## config.mk

```make
export PLATFORM = sky130hd
export DESIGN_NAME = cpu_bus_fabric
export DESIGN_NICKNAME = d
export VERILOG_FILES = /design/src/rtl/fabric_pkg.sv /design/src/rtl/bus_priority_decode.sv /design/src/rtl/cpu_bus_fabric.sv
export SDC_FILE = /design/constraint.sdc
export NUM_CORES = 1
export LEC_CHECK = 0
export BUFFER_PORTS_ARGS = -buffer_cell sky130_fd_sc_hd__buf_2
export CORE_AREA = 2 2 68 83
export DETAILED_ROUTE_END_ITERATION = 10
export DIE_AREA = 0 0 70 85
export PLACE_DENSITY = 0.71
export SYNTH_ARGS = -nofsm -noshare
export SYNTH_HDL_FRONTEND = slang
export SYNTH_SLANG_ARGS = --single-unit
```

## constraint.sdc

```tcl
create_clock -name clk_i -period 2.56 [get_ports clk_i]
set_input_delay 0 -clock clk_i [delete_from_list [all_inputs] [get_ports clk_i]]
set_output_delay 0 -clock clk_i [all_outputs]
set_load 0.05 [all_outputs]
```

## src/rtl/fabric_pkg.sv

```systemverilog
// fabric_pkg: shared constants, FSM state type and default system address map for cpu_bus_fabric
package fabric_pkg;
   localparam int IDX_W = 4;
   localparam logic [IDX_W-1:0] IDX_NONE = 4'hF;
   typedef enum logic {ST_IDLE, ST_WAIT} state_t;
   localparam logic [7:0] RAM_BASE  = 8'h00, RAM_MASK  = 8'h80;
   localparam logic [7:0] VRAM_BASE = 8'h80, VRAM_MASK = 8'hF0;
   localparam logic [7:0] VGA_BASE  = 8'h90, VGA_MASK  = 8'hFF;
   localparam logic [7:0] SSEG_BASE = 8'h91, SSEG_MASK = 8'hFF;
   localparam logic [7:0] UART_BASE = 8'h92, UART_MASK = 8'hFF;
   localparam logic [7:0] KBD_BASE  = 8'h93, KBD_MASK  = 8'hFF;
   localparam logic [7:0] BIOS_BASE = 8'hC0, BIOS_MASK = 8'hC0;
   localparam logic [55:0] MAP_BASE = {BIOS_BASE, KBD_BASE, UART_BASE, SSEG_BASE, VGA_BASE, VRAM_BASE, RAM_BASE};
   localparam logic [55:0] MAP_MASK = {BIOS_MASK, KBD_MASK, UART_MASK, SSEG_MASK, VGA_MASK, VRAM_MASK, RAM_MASK};
endpackage

```

## src/rtl/bus_priority_decode.sv

```systemverilog
// bus_priority_decode: combinational address-MSB region decode, lowest matching index wins
// Ports: msb_i (addr[15:8]), base_i/mask_i (N x 8 packed), hit_o, sel_o (one-hot or zero), idx_o (IDX_NONE on miss)
module bus_priority_decode
   import fabric_pkg::*;
#(
   parameter int N = 7
)(
   input  logic [7:0]       msb_i,
   input  logic [N*8-1:0]   base_i,
   input  logic [N*8-1:0]   mask_i,
   output logic             hit_o,
   output logic [N-1:0]     sel_o,
   output logic [IDX_W-1:0] idx_o
);
   // Scanning from the top down lets the lowest matching index overwrite the others.
   always_comb begin
      hit_o = 1'b0;
      sel_o = '0;
      idx_o = IDX_NONE;
      for (int s = N - 1; s >= 0; s--) begin
         if (((msb_i ^ base_i[8*s+:8]) & mask_i[8*s+:8]) == 8'h00) begin
            hit_o    = 1'b1;
            sel_o    = '0;
            sel_o[s] = 1'b1;
            idx_o    = IDX_W'(s);
         end
      end
   end
endmodule

```

## src/rtl/cpu_bus_fabric.sv

```systemverilog
// cpu_bus_fabric: CPU-side decode, wait-state generation, read-data alignment and unmapped-access logging
// Ports: clk_i/rst_i (sync, active-high), addr_i/we_i from the core, sel_o slave selects,
//        slv_dout_i packed slave read data, cpu_din_o/rdy_o to the core, err_o/err_addr_o/err_cnt_o error log
module cpu_bus_fabric
   import fabric_pkg::*;
#(
   parameter int                      NUM_SLAVES   = 7,
   parameter logic [NUM_SLAVES*8-1:0] SLV_BASE     = MAP_BASE,
   parameter logic [NUM_SLAVES*8-1:0] SLV_MASK     = MAP_MASK,
   parameter logic [NUM_SLAVES*2-1:0] SLV_LAT      = '0,
   parameter logic [7:0]              DEFAULT_DATA = 8'h00
)(
   input  logic                      clk_i,
   input  logic                      rst_i,
   input  logic [15:0]               addr_i,
   input  logic                      we_i,
   output logic [NUM_SLAVES-1:0]     sel_o,
   input  logic [NUM_SLAVES*8-1:0]   slv_dout_i,
   output logic [7:0]                cpu_din_o,
   output logic                      rdy_o,
   output logic                      err_o,
   output logic [15:0]               err_addr_o,
   output logic [7:0]                err_cnt_o
);
   logic             hit, start;
   logic [IDX_W-1:0] idx, idx_q, idx_d;
   logic [1:0]       lat, cnt_q, cnt_d;
   state_t           state_q, state_d;
   logic             err_q, err_d;
   logic [15:0]      err_addr_q, err_addr_d;
   logic [7:0]       err_cnt_q, err_cnt_d;
   bus_priority_decode #(.N(NUM_SLAVES)) u_dec (
      .msb_i  (addr_i[15:8]),
      .base_i (SLV_BASE),
      .mask_i (SLV_MASK),
      .hit_o  (hit),
      .sel_o  (sel_o),
      .idx_o  (idx)
   );
   // Latency comes from the live decode; read data comes from the index captured on the completing cycle.
   always_comb begin
      lat       = 2'd0;
      cpu_din_o = DEFAULT_DATA;
      for (int s = 0; s < NUM_SLAVES; s++) begin
         if (idx == IDX_W'(s)) lat = SLV_LAT[2*s+:2];
         if (idx_q == IDX_W'(s)) cpu_din_o = slv_dout_i[8*s+:8];
      end
   end
   // Output logic: rdy_o depends only on address/we and FSM state, never on slave data.
   always_comb begin
      start = hit && !we_i && lat != 2'd0;
      rdy_o = rst_i || (state_q == ST_IDLE ? !start : cnt_q == 2'd0);
   end
   always_comb begin
      state_d = state_q;
      cnt_d   = cnt_q;
      if (state_q == ST_IDLE) begin
         if (start) begin
            state_d = ST_WAIT;
            cnt_d   = lat - 2'd1;
         end
      end else if (cnt_q == 2'd0) begin
         state_d = ST_IDLE;
      end else begin
         cnt_d = cnt_q - 2'd1;
      end
   end
   always_comb begin
      idx_d      = rdy_o ? idx : idx_q;
      err_d      = rdy_o && !hit;
      err_addr_d = err_d ? addr_i : err_addr_q;
      err_cnt_d  = (err_d && err_cnt_q != 8'hFF) ? err_cnt_q + 8'd1 : err_cnt_q;
   end
   always_ff @(posedge clk_i) begin
      if (rst_i) begin
         state_q    <= ST_IDLE;
         cnt_q      <= 2'd0;
         idx_q      <= IDX_NONE;
         err_q      <= 1'b0;
         err_addr_q <= 16'h0000;
         err_cnt_q  <= 8'h00;
      end else begin
         state_q    <= state_d;
         cnt_q      <= cnt_d;
         idx_q      <= idx_d;
         err_q      <= err_d;
         err_addr_q <= err_addr_d;
         err_cnt_q  <= err_cnt_d;
      end
   end
   assign err_o      = err_q;
   assign err_addr_o = err_addr_q;
   assign err_cnt_o  = err_cnt_q;
endmodule
```

### After elaboration in Yosys (flattened, before gate mapping)

Cells that the tools add are included.

* $add $sub $neg: 2
* equality and inequality tests: 7
* mux-type cells: 30
* bitwise logic cells: 8
* reduce and logical (&&, ||, !) cells: 15

Operator list (number)
* $logic_not 8->1: 7
* $mux 8: 7
* $mux 7: 7
* $mux 4: 7
* $eq 4x3->1 const B: 3
* $mux 1: 9
* $add 8x1->8 const B: 1
* $eq 4x2->1 const B: 2
* $ne 8x8->1 const B: 1
* $not 3->3: 2
* $eq 4x1->1 const B: 1
* $logic_not 4->1: 1
* $not 2->2: 2
* $not 4->4: 1
* $not 1->1: 3
* $logic_and 1x1->1: 2
* $logic_not 2->1: 1
* $reduce_and 2->1: 1
* $reduce_or 2->1: 1
* $sub 2x1->2 const B: 1
* $logic_not 1->1: 1
* $logic_or 1x1->1: 1

* bits in registers: 32
* input port bits: 75
* output and inout port bits: 41
* word-level logic and storage cells: 68

### Depth between registers and ports, before layout

* depth in word-level cells: 12
* gate-level depth with buffers: 8

### Cells and area by module

From an unflattened synthesis, not the netlist that was laid out.

* cells, all modules: 350
* area total of the unflattened synthesis: 2780.2 µm²

Modules (own cells, without submodules)
* cpu_bus_fabric: times used 1, cells each 232, area each 1828.0 µm², seq. area each 640.6 µm²
* bus_priority_decode: times used 1, cells each 118, area each 952.2 µm², seq. area each 0.0 µm²

### Worst setup path before layout

OpenSTA, ideal clock, no wires.

* path kind: reg-to-output
* start point: register idx_q[1]
* end point: output port cpu_din_o[0]
* arrival time: 2.637 ns
* required time: 2.560 ns
* slack: -0.077 ns
* stages on the path, launching flop included: 6
* buffers on the path: 3
* cells stage by stage: dfxtp_1 clkbuf_1 clkbuf_1 buf_1 a311oi_1 a221oi_1

* longest elaborated chain between the ends: 8
* elaborated cells on any way between the ends: 14
* classes of those cells: eq/ne (6); mux (7); reduce/logical (1)

Ends and longest elaborated chain
* from (decl): line cpu_bus_fabric.sv:26 `logic [IDX_W-1:0] idx, idx_q, idx_d;`
* from (signal assigned): line cpu_bus_fabric.sv:85 `idx_q <= idx_d;`
* $logic_not 4->1: line cpu_bus_fabric.sv:46 `if (idx_q == IDX_W'(s)) cpu_din_o = slv_dout_i[8*s+:8];`
* $mux 8 (6 in a row): line cpu_bus_fabric.sv:46
* $mux 8 *: line cpu_bus_fabric.sv:46
* to (decl): line cpu_bus_fabric.sv:19 `output logic [7:0] cpu_din_o,`

Every way passes the cells marked *; elsewhere a longest branch is shown, timed or not.

### Worst setup path in the final report

* start point: register cnt_q[0]
* end point: register err_cnt_q[4] (netlist: err_cnt_o[4])

* longest elaborated chain between the ends: 5

Ends and longest elaborated chain
* from (decl): line cpu_bus_fabric.sv:27 `logic [1:0] lat, cnt_q, cnt_d;`
* from (signal assigned): line cpu_bus_fabric.sv:84 `cnt_q <= cnt_d;`
* $logic_not 2->1: line cpu_bus_fabric.sv:52 `rdy_o = rst_i || (state_q == ST_IDLE ? !start : cnt_q == 2'd0);`
* $mux 1: line cpu_bus_fabric.sv:52
* $logic_or 1x1->1: line cpu_bus_fabric.sv:52
* $logic_and 1x1->1: line cpu_bus_fabric.sv:70 `err_d = rdy_o && !hit;`
* $logic_and 1x1->1: line cpu_bus_fabric.sv:72 `err_cnt_d = (err_d && err_cnt_q != 8'hFF) ? err_cnt_q + 8'd1 : err_cnt_q;`
* to (signal assigned): line cpu_bus_fabric.sv:88 `err_cnt_q <= err_cnt_d;`
* to (decl): line cpu_bus_fabric.sv:31 `logic [7:0] err_cnt_q, err_cnt_d;`

Every way passes these cells.
A chain may end at the register's enable or synchronous reset.

==> results.yml <==
critical_path:
  criticalPathCategory: "reg2reg"
  cp.required_ps: 2780
  crit_fanout: 29
  critPathCaptureType: "register"
  arrival_ps: 2360
  rr_startpoint: "cnt_q[0]"
  start_kind: "register"
  crit_start: "cnt_q[0]"
timing:
  finClkSkew_ps: 6.87
  fin_crit_ps: 2140
  maxSlewHeadroom_pct: 33.0
  rsz0062_at_grt: "no"
  fin_crit_sh_pct: 83.6
  drv_slew: 0
  worstMarginPinSlew_ps: 998
  fmax_mhz: 467
  finalSetupTns_ps: 0
  hold_violations: 0
  setup_viol: 0
status:
  status: "completed"
hold_path:
  hp-class: "in2reg"
  holdCritStartpoint: "addr_i[8]"
power_and_ir_drop:
  totalPowerFinal_mw: 1.40
  leakagePower_nw: 1.28
  vdd_drop_max_uv: 428
  power_density_nw_per_um2: 504
final_layout:
  final_common_cell: "buf_2"
  antennaDiodeCount: 0
  multi_input_area_um2: 1180
  layout-area-overhead-vs-synth_pct: 48.0
  fin_util_pct: 53.8
  fillers: 484
  design_area_um2: 2770
  seqCellArea_um2: 641
  drive_above_1_share_pct: 40.1
  layout_common_cells: "buf_2 (114), nand2_1 (32), dfxtp_1 (32)"
  layoutNonFillerInstCount: 414
  nets: 428
place:
  dp_hpwl_um: 4320
  placed_cells: 395
  io_buffers: 114
  gp_congestion: 0.839
  dpl-instance-area_um2: 2540
detailed_routing:
  routedWlPerCell_um: 13.9
  drt_iter0_markers: 58
  firstDrtPassIters: 4
  vias: 2186
  final_antenna_net_count: 0
  viasPerCell: 5.28
  drcViolationCount: 0
  totalWireLength_um: 5760
floorplanning:
  dieArea_um2: 5950
  io_pins: 116
  die_h_um: 85
  start_util_pct: 36.4
  die_width_um: 70
  rows: 29
  core_area_um2: 5150
job:
  maxCapViolCount: 0
yosys:
  ys_types: 44
  syn_inst: 230
  ys_ff_latch: 32
  synth_area_per_cell_um2: 8.14
  syn_nets: 307
  syn_area_um2: 1870
  synth-warning-count: 0
  synth_seq_area_share_pct: 34.2
global_route:
  grt_util_all_layers_pct: 19.6
  grt_pass1_wl_um: 9650
  use_met3_pct: 5.70
  grt-ovfl-total: 0
  grt_max_degree: 33
  grt.busiest_layer: "met2"
  grtUsageMet2_pct: 35.8
  antenna_found_initial: 0
  grt_pass1_vias: 2205
  grt_use_met1_pct: 21.6
cts:
  insertion_delay_ps: 290
  clock_path_buffers: 2
  cts_resized: 0
  cts_made_buffers: 5
  root_buffer: "clkbuf_8"
  cts_tree: "done"
  clkSinkCount: 32
  postCtsSetupRepairBufs: 0
  hold_buffers: 11
  h-tree-depth: 2
  cts.reportedPaths.clkPinSlew_ps: 70
==> kinds of logic after synthesis <==
| family | synth area share (%) |
|---|---|
| buffers and inverters | 5.28 |
| AND/OR/NAND/NOR | 27.5 |
| XOR/XNOR | 0.468 |
| flip-flops | 34.2 |
| AO/OA/AOI/OAI | 24.0 |
| multiplexers | 7.21 |
| adder cells (fa/ha/maj) | 1.34 |
==> metrics by stage <==
step	hold slack, ps	worst slack, ps
after floorplan	136	132
after global placement	229	507
after detailed placement	240	412
after CTS	2.01	401
after global routing	6.15	285
final	0.495	420
==> cells in the mapped netlist <==
cell type | count | area, um^2
nor4b_1 | 1 | 8.76
and3_1 | 1 | 6.26
or4_4 | 1 | 11.3
nor3_1 | 3 | 15.0
a221oi_1 | 6 | 52.6
nor4_2 | 1 | 12.5
nand2b_1 | 8 | 50.1
a21oi_1 | 25 | 125
nor2b_1 | 6 | 37.5
inv_1 | 6 | 22.5
a211o_1 | 2 | 17.5
nor2_1 | 14 | 52.6
and3b_1 | 6 | 52.6
clkbuf_1 | 12 | 45.0
buf_4 | 1 | 7.51
nand2_1 | 32 | 120
or4_1 | 3 | 22.5
o31ai_1 | 4 | 30.0
o21bai_1 | 1 | 7.51
nor3b_2 | 1 | 12.5
nor3b_1 | 1 | 7.51
or3_1 | 4 | 25.0
nor4bb_1 | 1 | 10.0
o41ai_1 | 1 | 8.76
mux4_2 | 2 | 45.0
or4b_2 | 1 | 10.0
a21o_1 | 1 | 7.51
and2_1 | 2 | 12.5
nand4_1 | 1 | 6.26
ha_1 | 2 | 25.0
o21ai_0 | 7 | 35.0
o2bb2ai_1 | 6 | 52.6
buf_1 | 2 | 7.51
nand2b_4 | 1 | 13.8
dfxtp_1 | 32 | 641
a311oi_1 | 7 | 61.3
nand3_1 | 4 | 20.0
a211oi_1 | 2 | 15.0
buf_6 | 1 | 11.3
buf_2 | 1 | 5.00
nand3b_1 | 1 | 7.51
o22ai_1 | 6 | 37.5
mux2i_1 | 9 | 90.1
xnor2_1 | 1 | 8.76
==> per-layer routing <==
metal | vias up | wire length (um)
li1 | 1085 | -
met2 | 100 | 2840
met4 | 0 | 128
met5 | - | 0
met1 | 991 | 2310
met3 | 10 | 485
==> worst paths after layout <==
path,depth (start not counted),to,slack [ps]
setup / recovery,6,err_cnt_o[4],420
hold / removal,3,err_addr_o[8],0.5
setup reg to reg,6,err_cnt_o[4],420
hold reg to reg,2,err_addr_o[0],460
==> power breakdown <==
group,total (mW),leakage (nW),switching [mW],internal (mW)
logic,0.341,0.957,0.207,0.134
registers,0.530,0.261,0.0151,0.515
clock network,0.528,0.0645,0.184,0.343
==> cell type report <==
type | count | share of cell area, %
clock inverters | 1 | 1.08
flip-flops and latches | 32 | 23.1
multi-input cells | 175 | 42.6
clock buffers | 7 | 3.47
repair buffers | 131 | 26.2
inverters | 6 | 0.812
well taps | 62 | 2.80
==> worst max-delay path, cell delays in order, from the launching register on <==
cell,delay (ps)
dfxtp_1,320
inv_1,60
ha_1,190
nor3b_2,90
or4_4,710
or4_1,560
a21oi_1,140
==> flip-flops by register name (all words and copies together) (netlist names) <==
signal	cells
cnt_q	2
err_addr_o	16
err_cnt_o	8
err_o	1
idx_q	4
state_q	1
Note: power is estimated with default switching activity, not from simulation.
